===== config.mk =====
export PLATFORM = sky130hd
export DESIGN_NAME = wb_arbiter2
export DESIGN_NICKNAME = d
export VERILOG_FILES = /design/src/rtl/wb_arbiter2.sv
export SDC_FILE = /design/constraint.sdc
export NUM_CORES = 1
export LEC_CHECK = 0
export ABC_AREA = 1
export ABC_CLOCK_PERIOD_IN_PS = 1580
export CAP_MARGIN = 20
export CORE_AREA = 2 2 125 127
export CTS_CLUSTER_DIAMETER = 60
export DETAILED_ROUTE_END_ITERATION = 7
export DIE_AREA = 0 0 127 129
export HOLD_SLACK_MARGIN = 0.12
export PLACE_DENSITY = 0.6
export SLEW_MARGIN = 20
export SYNTH_ARGS = -nofsm -noshare
export SYNTH_HDL_FRONTEND = slang
export SYNTH_SLANG_ARGS = --single-unit
export TNS_END_PERCENT = 1

===== constraint.sdc =====
create_clock -name clk -period 1.58 [get_ports clk]
set_clock_uncertainty 0.1 [all_clocks]
set_input_delay 0.237 -clock clk [delete_from_list [all_inputs] [get_ports clk]]
set_output_delay 0.237 -clock clk [all_outputs]
set_load 0.05 [all_outputs]

===== src/rtl/wb_arbiter2.sv =====
// -----------------------------------------------------------------------------
// wb_arbiter2 -- two-master Wishbone arbiter with a stall watchdog.
//
// Grants one of two Wishbone masters (m0 = core, m1 = second master) access
// to a single slave-side port, which feeds the address decoder. A tenure is
// locked for as long as the granted master holds CYC. When both masters
// request at once, the master that was not served last wins.
//
// A watchdog counts stalled strobe cycles (STB high with no ACK/ERR/RTY).
// When it reaches TIMEOUT, the access is terminated with ERR toward the
// master and a one-cycle 'timeout' pulse.
//
// Parameters
//   TIMEOUT      number of stall cycles before the watchdog fires (>= 1)
//
// Ports
//   clk          system clock, rising edge
//   rst          asynchronous active-low reset
//   m0_* / m1_*  master ports: CYC, STB, WE, ADR, DAT_O, CTI_O in;
//                ACK, ERR, RTY, DAT_I out
//   s_*          slave port: CYC, STB, WE, ADR, DAT_O, CTI_O out;
//                ACK, ERR, RTY, DAT_I in
//   gnt          registered one-hot grant (bit0 = m0, bit1 = m1), 00 = idle
//   timeout      single-cycle pulse when the watchdog fires
// -----------------------------------------------------------------------------
module wb_arbiter2 #(
    parameter int TIMEOUT = 255
) (
    input  logic        clk,
    input  logic        rst,

    input  logic        m0_CYC,
    input  logic        m0_STB,
    input  logic        m0_WE,
    input  logic [31:0] m0_ADR,
    input  logic [31:0] m0_DAT_O,
    input  logic [2:0]  m0_CTI_O,
    output logic        m0_ACK,
    output logic        m0_ERR,
    output logic        m0_RTY,
    output logic [31:0] m0_DAT_I,

    input  logic        m1_CYC,
    input  logic        m1_STB,
    input  logic        m1_WE,
    input  logic [31:0] m1_ADR,
    input  logic [31:0] m1_DAT_O,
    input  logic [2:0]  m1_CTI_O,
    output logic        m1_ACK,
    output logic        m1_ERR,
    output logic        m1_RTY,
    output logic [31:0] m1_DAT_I,

    output logic        s_CYC,
    output logic        s_STB,
    output logic        s_WE,
    output logic [31:0] s_ADR,
    output logic [31:0] s_DAT_O,
    output logic [2:0]  s_CTI_O,
    input  logic        s_ACK,
    input  logic        s_ERR,
    input  logic        s_RTY,
    input  logic [31:0] s_DAT_I,

    output logic [1:0]  gnt,
    output logic        timeout
);

    localparam int CW = (TIMEOUT < 1) ? 1 : $clog2(TIMEOUT + 1);
    localparam logic [CW-1:0] TIMEOUT_VAL = CW'(TIMEOUT);

    typedef enum logic [1:0] {
        ST_IDLE = 2'd0,
        ST_BUS0 = 2'd1,
        ST_BUS1 = 2'd2
    } state_t;

    state_t          state_q, state_d;
    logic [1:0]      gnt_q, gnt_d;
    logic            last_q, last_d;     // master served last (0 = m0, 1 = m1)
    logic [CW-1:0]   cnt_q, cnt_d;

    logic            mst_cyc;            // CYC of the granted master
    logic            mst_stb;            // STB of the granted master
    logic            s_resp;
    logic            wd_fire;

    // -------------------------------------------------------------------------
    // State register
    // -------------------------------------------------------------------------
    always_ff @(posedge clk or negedge rst) begin
        if (!rst) begin
            state_q <= ST_IDLE;
            gnt_q   <= 2'b00;
            last_q  <= 1'b1;             // m0 wins the first contention
            cnt_q   <= '0;
        end else begin
            state_q <= state_d;
            gnt_q   <= gnt_d;
            last_q  <= last_d;
            cnt_q   <= cnt_d;
        end
    end

    // -------------------------------------------------------------------------
    // Next-state logic
    // -------------------------------------------------------------------------
    always_comb begin
        state_d = state_q;
        last_d  = last_q;
        unique case (state_q)
            ST_IDLE: begin
                if (m0_CYC && m1_CYC) begin
                    state_d = last_q ? ST_BUS0 : ST_BUS1;
                end else if (m0_CYC) begin
                    state_d = ST_BUS0;
                end else if (m1_CYC) begin
                    state_d = ST_BUS1;
                end
            end
            ST_BUS0: begin
                // Tenure is locked: m1 is only looked at once m0 lets go.
                if (!m0_CYC) begin
                    last_d  = 1'b0;
                    state_d = m1_CYC ? ST_BUS1 : ST_IDLE;
                end
            end
            ST_BUS1: begin
                if (!m1_CYC) begin
                    last_d  = 1'b1;
                    state_d = m0_CYC ? ST_BUS0 : ST_IDLE;
                end
            end
            default: state_d = ST_IDLE;
        endcase

        // gnt is registered alongside the state so it is glitch-free.
        unique case (state_d)
            ST_BUS0: gnt_d = 2'b01;
            ST_BUS1: gnt_d = 2'b10;
            default: gnt_d = 2'b00;
        endcase
    end

    // -------------------------------------------------------------------------
    // Watchdog
    // -------------------------------------------------------------------------
    always_comb begin
        mst_cyc = 1'b0;
        mst_stb = 1'b0;
        if (state_q == ST_BUS0) begin
            mst_cyc = m0_CYC;
            mst_stb = m0_STB;
        end else if (state_q == ST_BUS1) begin
            mst_cyc = m1_CYC;
            mst_stb = m1_STB;
        end

        s_resp = s_ACK | s_ERR | s_RTY;

        // A genuine slave response in the expiry cycle wins over the watchdog.
        wd_fire = mst_cyc && mst_stb && !s_resp && (cnt_q == TIMEOUT_VAL);

        if (state_q == ST_IDLE || state_d != state_q || !mst_cyc || !mst_stb
            || s_resp || wd_fire) begin
            cnt_d = '0;
        end else begin
            cnt_d = cnt_q + CW'(1);
        end
    end

    // -------------------------------------------------------------------------
    // Output logic
    // -------------------------------------------------------------------------
    always_comb begin
        s_CYC   = 1'b0;
        s_STB   = 1'b0;
        s_WE    = 1'b0;
        s_ADR   = 32'h0;
        s_DAT_O = 32'h0;
        s_CTI_O = 3'b000;
        m0_ACK  = 1'b0;
        m0_ERR  = 1'b0;
        m0_RTY  = 1'b0;
        m1_ACK  = 1'b0;
        m1_ERR  = 1'b0;
        m1_RTY  = 1'b0;
        unique case (state_q)
            ST_BUS0: begin
                s_CYC   = m0_CYC;
                s_STB   = m0_STB & ~wd_fire;   // withdraw the strobe on expiry
                s_WE    = m0_WE;
                s_ADR   = m0_ADR;
                s_DAT_O = m0_DAT_O;
                s_CTI_O = m0_CTI_O;
                m0_ACK  = s_ACK;
                m0_ERR  = s_ERR | wd_fire;
                m0_RTY  = s_RTY;
            end
            ST_BUS1: begin
                s_CYC   = m1_CYC;
                s_STB   = m1_STB & ~wd_fire;
                s_WE    = m1_WE;
                s_ADR   = m1_ADR;
                s_DAT_O = m1_DAT_O;
                s_CTI_O = m1_CTI_O;
                m1_ACK  = s_ACK;
                m1_ERR  = s_ERR | wd_fire;
                m1_RTY  = s_RTY;
            end
            default: ;
        endcase
    end

    // Read data is broadcast; only the granted master sees a qualifying ACK.
    assign m0_DAT_I = s_DAT_I;
    assign m1_DAT_I = s_DAT_I;
    assign gnt      = gnt_q;
    assign timeout  = wd_fire;

endmodule

# [Word-level counts from Yosys, hierarchy flattened]
# Index checks and enable logic that the tools add are counted.
[word_totals] wordCells=64 reg_bits=13 inputBits=177
[classes] bitwise_logic=6 addsub=1 n_eq_ne=8 mux=30 reduce_logical=15
[op_table] cell="case mux 32 bit (2 select lines)" count=2
[op_table] cell="2-to-1 mux 2 bit" count=7
[op_table] cell="2-to-1 mux 1 bit" count=13
[op_table] cell="adder 8 x 1 -> 8 bit (second input constant)" count=1
[op_table] cell="equality test 8 bit (second input constant)" count=1
[op_table] cell="2-to-1 mux 8 bit" count=1
[op_table] cell="case mux 1 bit (2 select lines)" count=4
[op_table] cell="case mux 2 bit (3 select lines)" count=1
[op_table] cell="case mux 3 bit (2 select lines)" count=1
[op_table] cell="logical OR 1 bit" count=5
[op_table] cell="equality test 2 x 1 -> 1 bit (second input constant)" count=2
[op_table] cell="equality test 2 bit (second input constant)" count=2
[op_table] cell="logical AND 1 bit" count=4
[op_table] cell="!= test 2 bit (second input constant)" count=2
[op_table] cell="case mux 2 bit (2 select lines)" count=1
[op_table] cell="logical NOT 1 bit" count=3
[op_table] cell="OR 1 bit" count=3
[op_table] cell="AND reduction 3 bit" count=1
[op_table] cell="bitwise AND 1 bit" count=2
[op_table] cell="logical NOT 2 bit" count=1
[op_table] cell="!= test 2 bit" count=1
[op_table] cell="nonzero test 2 bit" count=1
[op_table] cell="NOT 1 bit" count=1

# [Longest topological paths before layout]
[depth] word_depth=11 mapped_depth=11 depth_no_buf=11

# [Least setup slack after synthesis]
# No wires, ideal clock.
[synth_timing] kind="reg-to-output" from="register state_q[0]" to="output s_STB" required_ns=1.243 arrival_time_ns=2.267 path_slack_ns=-1.024 path_buffers=0 path_stages_with_launch=10 path_cell_list="dfrtp_1 inv_1 ha_1 nand2_1 inv_1 nand2_2 a21oi_2 nand3_2 inv_2 nor3_1"
[synth_between] elab_chain_cells=9 elab_cells_between_ends=13 cone_classes="2 x eq/ne; 5 x mux; 3 x bitwise; 3 x reduce/logical"
[synth_lines] item="start: declaration" line_no="78" source="state_t state_q, state_d;"
[synth_lines] item="start signal: assignment" line_no="98" source="state_q <= state_d;"
[synth_lines] item="equality test 2 bit" line_no="154" source="end else if (state_q == ST_BUS1) begin"
[synth_lines] item="2-to-1 mux 1 bit" line_no="154"
[synth_lines] item="2-to-1 mux 1 bit" line_no="151" source="if (state_q == ST_BUS0) begin"
[synth_lines] item="logical AND 1 bit (*) (3 in series)" line_no="162" source="wd_fire = mst_cyc && mst_stb && !s_resp && (cnt_q == TIMEOUT_VAL);"
[synth_lines] item="named net timeout" line_no="66" source="output logic timeout"
[synth_lines] item="NOT 1 bit (*)" line_no="191, 202"
[synth_lines] item="bitwise AND 1 bit (on tied branches)" line_no="202, 191"
[synth_lines] item="case mux 1 bit (2 select lines) (*)" line_no="188" source="unique case (state_q)"
[synth_lines] item="end: declaration" line_no="55" source="output logic s_STB,"
# Mark *: on every way through the listed nets, which the timed path passes. The rest lies on a longest branch.

# [Worst setup path in the final report]
[layout_timing] from="register state_q[1]" to="output m0_ERR"
[layout_between] elab_chain_cells=8 elab_cells_between_ends=11 cone_classes="2 x eq/ne; 5 x mux; 1 x bitwise; 3 x reduce/logical"
[layout_lines] item="equality test 2 bit" line_no="154"
[layout_lines] item="2-to-1 mux 1 bit" line_no="154"
[layout_lines] item="2-to-1 mux 1 bit" line_no="151"
[layout_lines] item="logical AND 1 bit (3 in series)" line_no="162"
[layout_lines] item="OR 1 bit" line_no="197" source="m0_ERR = s_ERR | wd_fire;"
[layout_lines] item="2-to-1 mux 1 bit (*)" line_no="188"
[layout_lines] item="end: declaration" line_no="39" source="output logic m0_ERR,"
# Mark *: on every way between the ends. The rest lies on a longest branch, timed or not.

==> results.py <==
metrics = {
    "clock_network": {
        "htree_levels": 1,
        "cts_buffers": 3,
        "root_buffer": "clkbuf_16",
        "cts_tree": "built",
        "clk_pin_slew_worst_paths_ns": 0.05,
        "worstSkewPairLatency_ns": 0.24,
        "clockBufferDepth": 2,
        "postCtsHoldBufs": 0,
        "cts.sinks": 13,
    },
    "yosys": {
        "yosysSeqAreaShare": 0.1374,
        "yosys.area.top_type": "nand2_1",
        "synthTopCellsByArea": "nand2_1 (25%), buf_4 (20%), a21oi_1 (15%), dfrtp_1 (13%), nor3_2 (3.4%)",
        "synth_ff_type": "dfrtp_1",
        "synth-seq-cells": 13,
        "synth.top_cell.area_share": 0.2542,
        "syn_area_sq_um": 2377,
        "synth_area_per_cell_sq_um": 5.841,
        "synth_enable_flop_cells": 0,
        "yosys_warnings": 0,
        "syn_nets": 590,
        "netlist_instances": 407,
        "synthArstFlopShare": 1.000,
        "synth_cell_types": 26,
        "post-synth-top-count-cell": "nand2_1",
        "synthTopCellsByCount": "nand2_1 (161), a21oi_1 (70), buf_4 (64)",
    },
    "detailed_routing": {
        "met1Wirelength_mm": 4.023,
        "drt_iter0_markers": 65,
        "route.met2.wl_mm": 6.320,
        "via_per_inst": 4.139,
        "routed.top_layer": "met4",
        "wl_met3_microns": 930,
        "drc": 0,
        "first_pass_iters": 4,
        "vias": 3245,
        "ant_nets": 0,
        "routedWlPerCell_microns": 14.58,
        "drt_wl_total_mm": 11.43,
    },
    "worst_setup_path": {
        "cp_data_arrival_time_ns": 1.81,
        "worst-path-buf-inv": 5,
        "critPathLaunchType": "flop",
        "reg2reg_depth": 10,
        "cp_cell_sequence": "buf_6 > ha_4 > nand2_2 > inv_2 > nand2_2 > a21oi_2 > nand3_2 > clkinv_4 > or2_1 > inv_2 > nor2_4 > buf_12",
        "worstSetupEndpoint": "m0_ERR",
        "cp_slowest_cell": "dfrtp_2",
        "worstPathRequired_ns": 1.24,
        "criticalPathCategory": "flop to output port",
        "worst-path-stages": 12,
        "cp_max_fo": 2,
        "max_stage_delay_ns": 0.42,
        "reg2reg_slack_ns": -0.31,
        "reg2reg_to": "cnt_q[5]",
        "critPathTopFamily": "simple AND/OR/NAND/NOR gates",
        "setup.worst_path.start": "state_q[1]",
        "end_kind": "output port",
        "reg2reg_from": "state_q[0]",
    },
    "pwr": {
        "ir_drop_mv": 0.8928,
        "power.leakage_nw": 2.241,
        "p_per_area_nw_per_um2": 1770,
    },
    "global_route": {
        "antenna_found_initial": 0,
        "grt_overflow": 0,
        "grt_first_pass_wirelength_mm": 17.04,
        "grt_max_degree": 34,
        "grt_pass1_vias": 3389,
        "grt_use_total": 0.1289,
    },
    "timing": {
        "max_freq_mhz": 465.9,
        "grt_setup_unrepaired": "true",
        "finalCritPeriodShare": 1.358,
        "setup_ws_ns": -0.5662,
        "slew_violations": 0,
        "hold_viol": 0,
        "finalSetupViolations": 89,
        "slew-limit-headroom": 0.8154,
        "fin_hold_ws_ns": 0.2120,
        "tightest_slew_ns": 0.2769,
        "period_minus_slack_ns": 2.146,
    },
    "layout": {
        "final_core_util": 0.4061,
        "n_antenna_cell": 0,
        "fin_nets": 780,
        "drive_above_1_share": 0.4077,
        "syn2layout_area_growth_pct": 155.8,
    },
    "floorplanning": {
        "coreArea_sq_um": 14980,
        "initial_core_util": 0.1587,
        "dieArea_sq_um": 16380,
        "dieHeight_microns": 129,
        "ios": 320,
        "rows": 45,
        "die_x_microns": 127,
    },
    "hold_path": {
        "hp-class": "input pin to async pin",
    },
    "job": {
        "maxCapViolations": 0,
    },
    "outcome": {
        "status": "finished with violations",
        "violations": "setup timing",
    },
    "placed_design": {
        "numPortBuffers": 223,
        "hpwl_mm": 9.643,
        "place_congestion": 0.8554,
    },
}
==> kinds of logic (layout without fill, tap and decap cells) <==
kind of cell | count (synthesis) | in the layout | synth area share
AND/OR/NAND/NOR | 202 | 202 | 0.3811
adder cells (fa/ha/maj) | 6 | 6 | 0.03158
AO/OA/AOI/OAI | 72 | 72 | 0.1553
buffers and inverters | 108 | 297 | 0.2726
flip-flops | 13 | 13 | 0.1374
XOR/XNOR | 6 | 6 | 0.02211
==> worst register-to-register path, cell delays in order (launching register included) <==
cell and delay (ns):
dfrtp_2 0.44, inv_4 0.09, ha_4 0.13, buf_4 0.19
buf_12 0.20, nand2_1 0.09, nand3_2 0.11, nand2_2 0.06
nand2_1 0.10, nand3_4 0.15, nor3_2 0.16
==> cell usage in the layout, fill, tap and decap left out, drive strengths merged, types with 4 or more instances in the layout <==
cell type and count:
nor2 10, xor2 5, clkbuf 4, nand2 166, a21oi 71, dfrtp 12, ha 6, nand3 15
buf 128, nor3 9, inv 20, clkdlybuf4s50 144
==> metal layers <==
metal / vias up / global-route usage
met3: 13 / 0.03534
met5: - / 0
met4: 0 / 0.02392
met1: 1490 / 0.1407
li1: 1595 / -
met2: 147 / 0.2505
==> per-stage QoR <==
step	TNS, ns	instance area, sq um	total power, mW	setup slack (ns)	cells
finish	-38.31	6082	10.77	-0.5662	784
CTS	-41.24	6031	10.79	-0.5993	783
floorplan	-35.94	2689	5.596	-0.5010	407
detailed placement	-22.19	5813	10.02	-0.5026	775
global route	-46.68	6082	11.27	-0.6445	784
global placement	-20.15	5813	9.956	-0.4710	775
==> worst min-delay path by stage <==
stage	start	depth (start not counted)	endpoint
floorplan	rst	0	cnt_q[0]
global placement	s_DAT_I[15]	0	m0_DAT_I[15]
detailed placement	s_DAT_I[15]	0	m0_DAT_I[15]
CTS	rst	2	state_q[0]
global route	rst	2	cnt_q[4]
finish	rst	2	cnt_q[5]
==> flip-flops by register name (all words and copies together) (netlist names) <==
signal and count:
cnt_q 8, state_q 2, gnt 2, last_q 1
==> layout make-up <==
type	count	area (sq um)
clock buffers	4	78.83
fillers	1491	8895
inverters	21	91.34
multi-input cells	286	1846
flip-flops and latches	13	329.1
well taps	188	235.2
repair buffers	272	3502
==> report_power, final <==
| part | switching (mW) | leakage, nW | internal (mW) |
|---|---|---|---|
| Combinational | 5.54 | 2.03 | 4.29 |
| Clock | 0.138 | 0.0382 | 0.340 |
| Sequential | 0.0542 | 0.172 | 0.402 |
| Total | 5.73 | 2.24 | 5.04 |
==> timing repair <==
item | 4_1_cts | 5_1_grt
pin swaps | 5 | 9
gates resized for setup | 16 | 11
setup buffers | 4 | 1
endpoints found under the setup margin | 89 | 90
Power figures use the tool's default switching activity.
